`src/rtl/sm_ldm_stm_sequencer.sv`:
```
// Block load/store (LDM/STM) sequencer: walks a 16-bit register list, drives the
// register-file ports and a request/ready memory handshake, and writes back the base.
module sm_ldm_stm_sequencer (
  input  logic        clk,
  input  logic        rst_p,
  input  logic        start,
  input  logic        load,
  input  logic        pre,
  input  logic        up,
  input  logic        wback,
  input  logic [3:0]  rn,
  input  logic [15:0] reg_list,
  input  logic [31:0] base_value,
  output logic [3:0]  rf_rd_addr,
  input  logic [31:0] rf_rd_data,
  output logic [3:0]  rf_wa,
  output logic [31:0] rf_wd,
  output logic        rf_we,
  output logic        pc_load,
  output logic [31:0] pc_data,
  output logic        mem_req,
  output logic        mem_we,
  output logic [31:0] mem_addr,
  output logic [31:0] mem_wdata,
  input  logic [31:0] mem_rdata,
  input  logic        mem_ready,
  output logic        busy,
  output logic        done
);

  typedef enum logic [2:0] {S_IDLE, S_SETUP, S_XFER, S_WB, S_DONE} state_t;

  state_t      state;
  logic        load_q, pre_q, up_q, wback_q, base_in_list_q;
  logic [3:0]  rn_q, cur_q;
  logic [15:0] list_q;
  logic [31:0] base_q, wb_val_q;
  logic [4:0]  n_q;

  function automatic logic [4:0] popcount16(input logic [15:0] v);
    logic [4:0] c;
    c = 5'd0;
    for (int i = 0; i < 16; i++) c = c + {4'd0, v[i]};
    return c;
  endfunction

  function automatic logic [3:0] lowest16(input logic [15:0] v);
    logic [3:0] r;
    r = 4'd0;
    for (int i = 15; i >= 0; i--) if (v[i]) r = 4'(i);
    return r;
  endfunction

  logic [4:0]  n_c;
  logic [31:0] n4, start_addr;
  logic [15:0] list_nxt;

  assign n_c      = popcount16(list_q);
  assign n4       = {25'd0, n_c, 2'b00};
  assign list_nxt = list_q & ~(16'h0001 << cur_q);

  always_comb begin
    case ({pre_q, up_q})
      2'b01:   start_addr = base_q;
      2'b11:   start_addr = base_q + 32'd4;
      2'b00:   start_addr = base_q - n4 + 32'd4;
      default: start_addr = base_q - n4;
    endcase
  end

  always_ff @(posedge clk or posedge rst_p) begin
    if (rst_p) begin
      state          <= S_IDLE;
      load_q         <= 1'b0;
      pre_q          <= 1'b0;
      up_q           <= 1'b0;
      wback_q        <= 1'b0;
      base_in_list_q <= 1'b0;
      rn_q           <= 4'd0;
      cur_q          <= 4'd0;
      list_q         <= 16'd0;
      base_q         <= 32'd0;
      wb_val_q       <= 32'd0;
      n_q            <= 5'd0;
      rf_rd_addr     <= 4'd0;
      mem_req        <= 1'b0;
      mem_we         <= 1'b0;
      mem_addr       <= 32'd0;
      busy           <= 1'b0;
      done           <= 1'b0;
    end else begin
      case (state)
        S_IDLE: if (start) begin
          load_q         <= load;
          pre_q          <= pre;
          up_q           <= up;
          wback_q        <= wback;
          rn_q           <= rn;
          list_q         <= reg_list;
          base_in_list_q <= reg_list[rn];
          base_q         <= base_value & 32'hFFFF_FFFC;
          busy           <= 1'b1;
          state          <= S_SETUP;
        end
        S_SETUP: begin
          n_q      <= n_c;
          wb_val_q <= up_q ? base_q + n4 : base_q - n4;
          if (n_c != 5'd0) begin
            mem_req    <= 1'b1;
            mem_we     <= ~load_q;
            mem_addr   <= start_addr;
            cur_q      <= lowest16(list_q);
            rf_rd_addr <= load_q ? 4'd0 : lowest16(list_q);
            state      <= S_XFER;
          end else begin
            state <= S_WB;
          end
        end
        // One register per completed access; the next one is presented immediately.
        S_XFER: if (mem_ready) begin
          list_q <= list_nxt;
          if (list_nxt == 16'd0) begin
            mem_req    <= 1'b0;
            mem_we     <= 1'b0;
            mem_addr   <= 32'd0;
            cur_q      <= 4'd0;
            rf_rd_addr <= 4'd0;
            state      <= S_WB;
          end else begin
            mem_addr   <= mem_addr + 32'd4;
            cur_q      <= lowest16(list_nxt);
            rf_rd_addr <= load_q ? 4'd0 : lowest16(list_nxt);
          end
        end
        S_WB: begin
          done  <= 1'b1;
          state <= S_DONE;
        end
        default: begin
          done  <= 1'b0;
          busy  <= 1'b0;
          state <= S_IDLE;
        end
      endcase
    end
  end

  // Load data and writeback reach the register file in the completing / WB cycle.
  always_comb begin
    rf_we     = 1'b0;
    rf_wa     = 4'd0;
    rf_wd     = 32'd0;
    pc_load   = 1'b0;
    pc_data   = 32'd0;
    mem_wdata = 32'd0;
    if (state == S_XFER) begin
      if (!load_q) begin
        mem_wdata = rf_rd_data;
      end else if (mem_ready) begin
        if (cur_q == 4'd15) begin
          pc_load = 1'b1;
          pc_data = mem_rdata;
        end else begin
          rf_we = 1'b1;
          rf_wa = cur_q;
          rf_wd = mem_rdata;
        end
      end
    end else if (state == S_WB && wback_q && n_q != 5'd0 && !(load_q && base_in_list_q)) begin
      rf_we = 1'b1;
      rf_wa = rn_q;
      rf_wd = wb_val_q;
    end
  end

endmodule
```
`config.mk`:
```
export PLATFORM = sky130hd
export DESIGN_NAME = sm_ldm_stm_sequencer
export DESIGN_NICKNAME = d
export VERILOG_FILES = /design/src/rtl/sm_ldm_stm_sequencer.sv
export SDC_FILE = /design/constraint.sdc
export NUM_CORES = 1
export LEC_CHECK = 0
export ABC_CLOCK_PERIOD_IN_PS = 8850
export BUFFER_PORTS_ARGS = -buffer_cell sky130_fd_sc_hd__buf_2
export CORE_MARGIN = 5
export CORE_UTILIZATION = 50
export DETAILED_ROUTE_END_ITERATION = 8
export PLACE_DENSITY = 0.84
export SYNTH_ARGS = -nofsm -noshare
export SYNTH_HDL_FRONTEND = slang
export SYNTH_SLANG_ARGS = --single-unit
```
`constraint.sdc`:
```
create_clock -name clk -period 8.85 [get_ports clk]
set_input_delay 0.885 -clock clk [delete_from_list [all_inputs] [get_ports clk]]
set_output_delay 0.885 -clock clk [all_outputs]
set_load 0.05 [all_outputs]
```
; ---- After elaboration in Yosys (flattened, before gate mapping)
; Cells that the tools add are included.
[totals]
out_inout_bits = 142
reg_bits = 139
[classes]
n_reduce_logical = 20
add_sub_neg = 20
bitwise = 4
muxes = 92
shift = 1
n_eq_ne = 10
n_lt_le_gt_ge = 1
[ops]
columns = operator, count
row1 = 32-bit two-way mux, 15
row2 = 4-bit two-way mux, 45
row3 = "32-bit by 3-bit adder with 32-bit output, second input constant", 3
row4 = 32-bit case mux with 3 select lines, 1
row5 = 32-bit case mux with 2 select lines, 1
row6 = 5-bit by 1-bit adder with 5-bit output, 11
row7 = 32-bit by 7-bit adder with 32-bit output, 1
row8 = 16-bit two-way mux, 2
row9 = 16-bit case mux with 2 select lines, 1
row10 = 32-bit by 7-bit subtractor with 32-bit output, 1
row11 = 16-bit bitwise AND, 1
row12 = 16-bit logical NOT, 1
row13 = 1-bit two-way mux, 16
row14 = 16-bit NOT, 1
row15 = 4-bit case mux with 2 select lines, 2
row16 = "1-bit by 4-bit left shift with 16-bit output, first input constant", 1
row17 = 3-bit case mux with 4 select lines, 1
row18 = 5-bit nonzero test, 2
row19 = 3-bit two-way mux, 3
row20 = 3-bit AND reduction, 3
row21 = "2-bit inequality test, second input constant", 4
row22 = 1-bit case mux with 2 select lines, 4
row23 = "3-bit by 2-bit equality test with 1-bit output, second input constant", 2
row24 = 3-bit OR reduction, 2
row25 = other kinds (18), 24

; ---- Longest topological paths before layout
[depth]
ltp_word = 23
ltp_mapped = 27
mapped_depth_nobuf = 23

; ---- Worst setup path before layout
; OpenSTA, ideal clock, no wires.
[synth_path]
kind = reg-to-reg
startpoint = register list_q[5]
endpoint = register mem_addr[30]
stages_incl_launch_ff = 25
path_slack_ns = 1.781
path_buffers = 3
t_arrival_ns = 6.959
path_cell_list = dfrtp_1 > clkbuf_1 > inv_1 > fa_1 > fa_1 > fa_1 > fa_1 > inv_1 > ha_1 > a21o_1 > a21oi_1 > xor2_1 > inv_1 > ha_1 > buf_4 > and2b_1 > a211oi_1 > buf_2 > o31ai_1 > a222oi_1 > nand4_1 > or4b_1 > or3_1 > xnor2_1 > o41ai_1
[synth_between]
elab_chain_cells = 16
word_cells_on_any_way = 23
[synth_rtl]
columns = item, line_no
row1 = start: declaration, 36  ; logic [15:0] list_q;
row2 = start signal: assignment, 99  ; list_q <= reg_list;
row3 = start signal: assignment, 121  ; list_q <= list_nxt;
row4 = 5-bit by 1-bit adder with 5-bit output * (11 in a row), 43  ; for (int i = 0; i < 16; i++) c = c + {4'd0, v[i]};
row5 = via n_c[3], 54  ; logic [4:0] n_c;
row6 = 32-bit by 7-bit subtractor with 32-bit output, "66, 67"
row7 = 32-bit by 3-bit adder with 32-bit output, 66  ; 2'b00: start_addr = base_q - n4 + 32'd4;
row8 = 32-bit case mux with 3 select lines, 63  ; case ({pre_q, up_q})
row9 = 32-bit two-way mux, 108  ; if (n_c != 5'd0) begin
row10 = 32-bit case mux with 2 select lines, 92  ; case (state)
row11 = end signal: assignment, 111  ; mem_addr <= start_addr;
row12 = end signal: assignment, 130  ; mem_addr <= mem_addr + 32'd4;
row13 = end: declaration, 23  ; output logic [31:0] mem_addr,
; The timed path passes the listed nets; every way through them passes the cells marked *. The select of a mux whose other input is x is not followed.
; A chain may end at the register's enable or synchronous reset.

; ---- Worst setup path after layout
[layout_path]
startpoint = register list_q[5]
endpoint = register mem_addr[31]
; Same word-level chain as after synthesis.

==> metrics.txt <==
crit-path leading delay family adder cells; most frequent cells in the layout buf_2, nand2_1, dfrtp_1, o21ai_0, nor2_1; worst min path class flop to flop; slew margin rel. 0.115; critical path's largest stage delay between 0.7 and 0.8 ns; nature of the critical path endpoint flop; Setup Buffers After CTS 0; clk sinks about 140; Final ANT Viol Nets 0; clock skew roughly 0.015 ns; Starting Density 0.510; DR pass1 iterations 8; number of synthesized flops with an enable pin 0; ys flop type dfrtp_1; pin count of the biggest net entering global routing 71; syn avg cell area about 7.6 sq um; max cap viols 0; Starting DRT DRC Count between 1000 and 1500; asr flop ratio synth 1.00; fin. max-slew vios 0; Worst-Skew Late Latency approximately 0.45 ns; total track usage 0.313; Buf/Inv on CP 4; period utilization 0.898; Root Buffer clkbuf_16; Reg2Reg Depth 22; CP Depth 22; first-pass GRT wire length between 60000 and 70000 um; Via density 6.27; initial antenna violation count 1; mapped cell area 11600 sq um; depth of the CTS H-tree 4; proportion of layout cells with a drive suffix above 1 0.202; Avg WL per Cell roughly 21 um; FMAX about 130 MHz; hpwl dp between 30000 and 40000 um; ant diodes 0; gpl congestion 0.960; area delta synth->final 17.3%; hold path depth 2; TritonCTS clock tree built; flop2flop setup slack 0.90 ns; # DRC 0; vias in the first global route 11900; hold-fix buffers at CTS 0; RSZ-0062 raised after global routing false; Worst Path Max Fanout 11; worst slew pin tran 1.32 ns; Crit path arrival time around 8.3 ns; Total Wirelength around 42000 um; total grt overflow 0; unique cell type count in the Yosys netlist ~80; die area roughly 26000 sq um; Final setup viols 0; worst-path cell chain inv_1, fa_1, fa_1, fa_1, fa_1, inv_1, ha_1, a21o_1, a21oi_1, xor2_1, inv_1, ha_1, and2b_1, a211oi_1, buf_4, or4_1, a222oi_1, nand4_2, or4b_1, nor4_2, xnor2_1, a211o_1; Synth Instances about 1500; CP startpoint kind flop; post_cts resized 0; CP max stage cell or4b_1; cts bufs inserted 17; CP required ~9 ns; Crit Path Class flop to flop; Chip Height 162 um; clock buffer depth 2; sequential share of the synthesized area 0.292; number of port buffers about 260; num rows 55; commonest non-fill, non-tap cell in the layout buf_2; Reg clk slew, reported paths roughly 0.060 ns; Die Width ~160 um; most frequent CP cell fa_1; YS warnings 0; crit path time final 7.95 ns; outcome finished, final reports clean; vias post-DR 12600; flops & latches, synth 135; Final TNS setup 0 ns; core footprint about 23000 sq um; # fillers 2061; Nets around 1900; IO Pins 266; final number of hold-violating endpoints 0
## metrics by stage
step	worst slack, ns	instances	hold slack, ns	util	cell area (sq um)
after floorplan	1.78	1529	0.445	-	11600
after global placement	1.12	1980	0.459	0.571	13000
after detailed placement	1.01	1980	0.469	0.571	13000
after CTS	0.983	2012	0.485	0.598	13600
after global routing	0.487	2012	0.500	0.598	13600
final	0.900	2012	0.484	0.598	13600
## layout make-up
type | count | area, sq um | area share
repair buffers | 278 | 1430 | 0.106
inverters | 57 | 216 | 0.0159
clock buffers | 18 | 429 | 0.0316
well taps | 285 | 357 | 0.0263
multi-input cells | 1225 | 7580 | 0.558
clock inverters | 14 | 188 | 0.0138
flip-flops and latches | 135 | 3380 | 0.249
## synth_stat cells (11+ instances only)
cell type  number  share of area
nor3_1         47          0.020
and3_1         20          0.011
a21oi_1        96          0.042
inv_1          55          0.018
fa_1           12          0.021
nand3_1        40          0.017
clkbuf_1       96          0.031
a22o_1         45          0.034
and2_1         76          0.041
nand2_1       234          0.076
a31oi_1        20          0.011
nand4_1        18         0.0097
or3_1          18         0.0097
o22ai_1        18         0.0097
ha_1           21          0.023
dfrtp_1       135           0.29
or4_1          16          0.010
o21ai_0       129          0.056
nand2b_1       11         0.0059
nor4_1         19          0.010
xor2_1         37          0.028
xnor2_1        43          0.033
nor2_1        112          0.036
a21o_1         16          0.010
## path summary, 6_finish.rpt
check | startpoint | endpoint
min in group asynchronous | rst_p | wb_val_q[22]
setup reg to reg | list_q[5] | mem_addr[31]
hold reg to reg | rn_q[3] | rn_q[3]
setup / recovery | list_q[5] | mem_addr[31]
max in group asynchronous | rst_p | list_q[2]
hold / removal | rn_q[3] | rn_q[3]
## metal layers
layer  global-route usage  part of all wire  vias up
li1                     -                 -     5861
met4                0.120             0.035        2
met1                0.428              0.42     5952
met2                0.489              0.46      705
met3               0.0672             0.090       87
met5                    0           0.00031        -
## state kept, by name (all words and copies together), names as in the netlist, 3 cells and up
register    count
base_q         30
cur_q           4
list_q         16
mem_addr       30
n_q             5
rf_rd_addr      4
rn_q            4
state           3
wb_val_q       30
## kinds of logic after synthesis
| kind of cell | count (synthesis) | share of synthesized area |
|---|---|---|
| and+or+nand+nor | 678 | 0.297 |
| AOI/OAI and AO/OA | 418 | 0.233 |
| buffers and inverters | 169 | 0.0566 |
| DFF | 135 | 0.292 |
| xor gates and xnor gates | 80 | 0.0605 |
| adders and majority gates | 33 | 0.0435 |
| muxes | 14 | 0.0176 |
| other | 1 | 0.000324 |
## tightest hold or removal path, cell delays in order (launching register included)
cell and delay, ns:
dfrtp_1 0.34, nand2_1 0.05, nand2_1 0.06
Power is left out: the tool's default activity adds up to more than one toggle a clock period on the data nets, which glitch-free logic cannot reach.
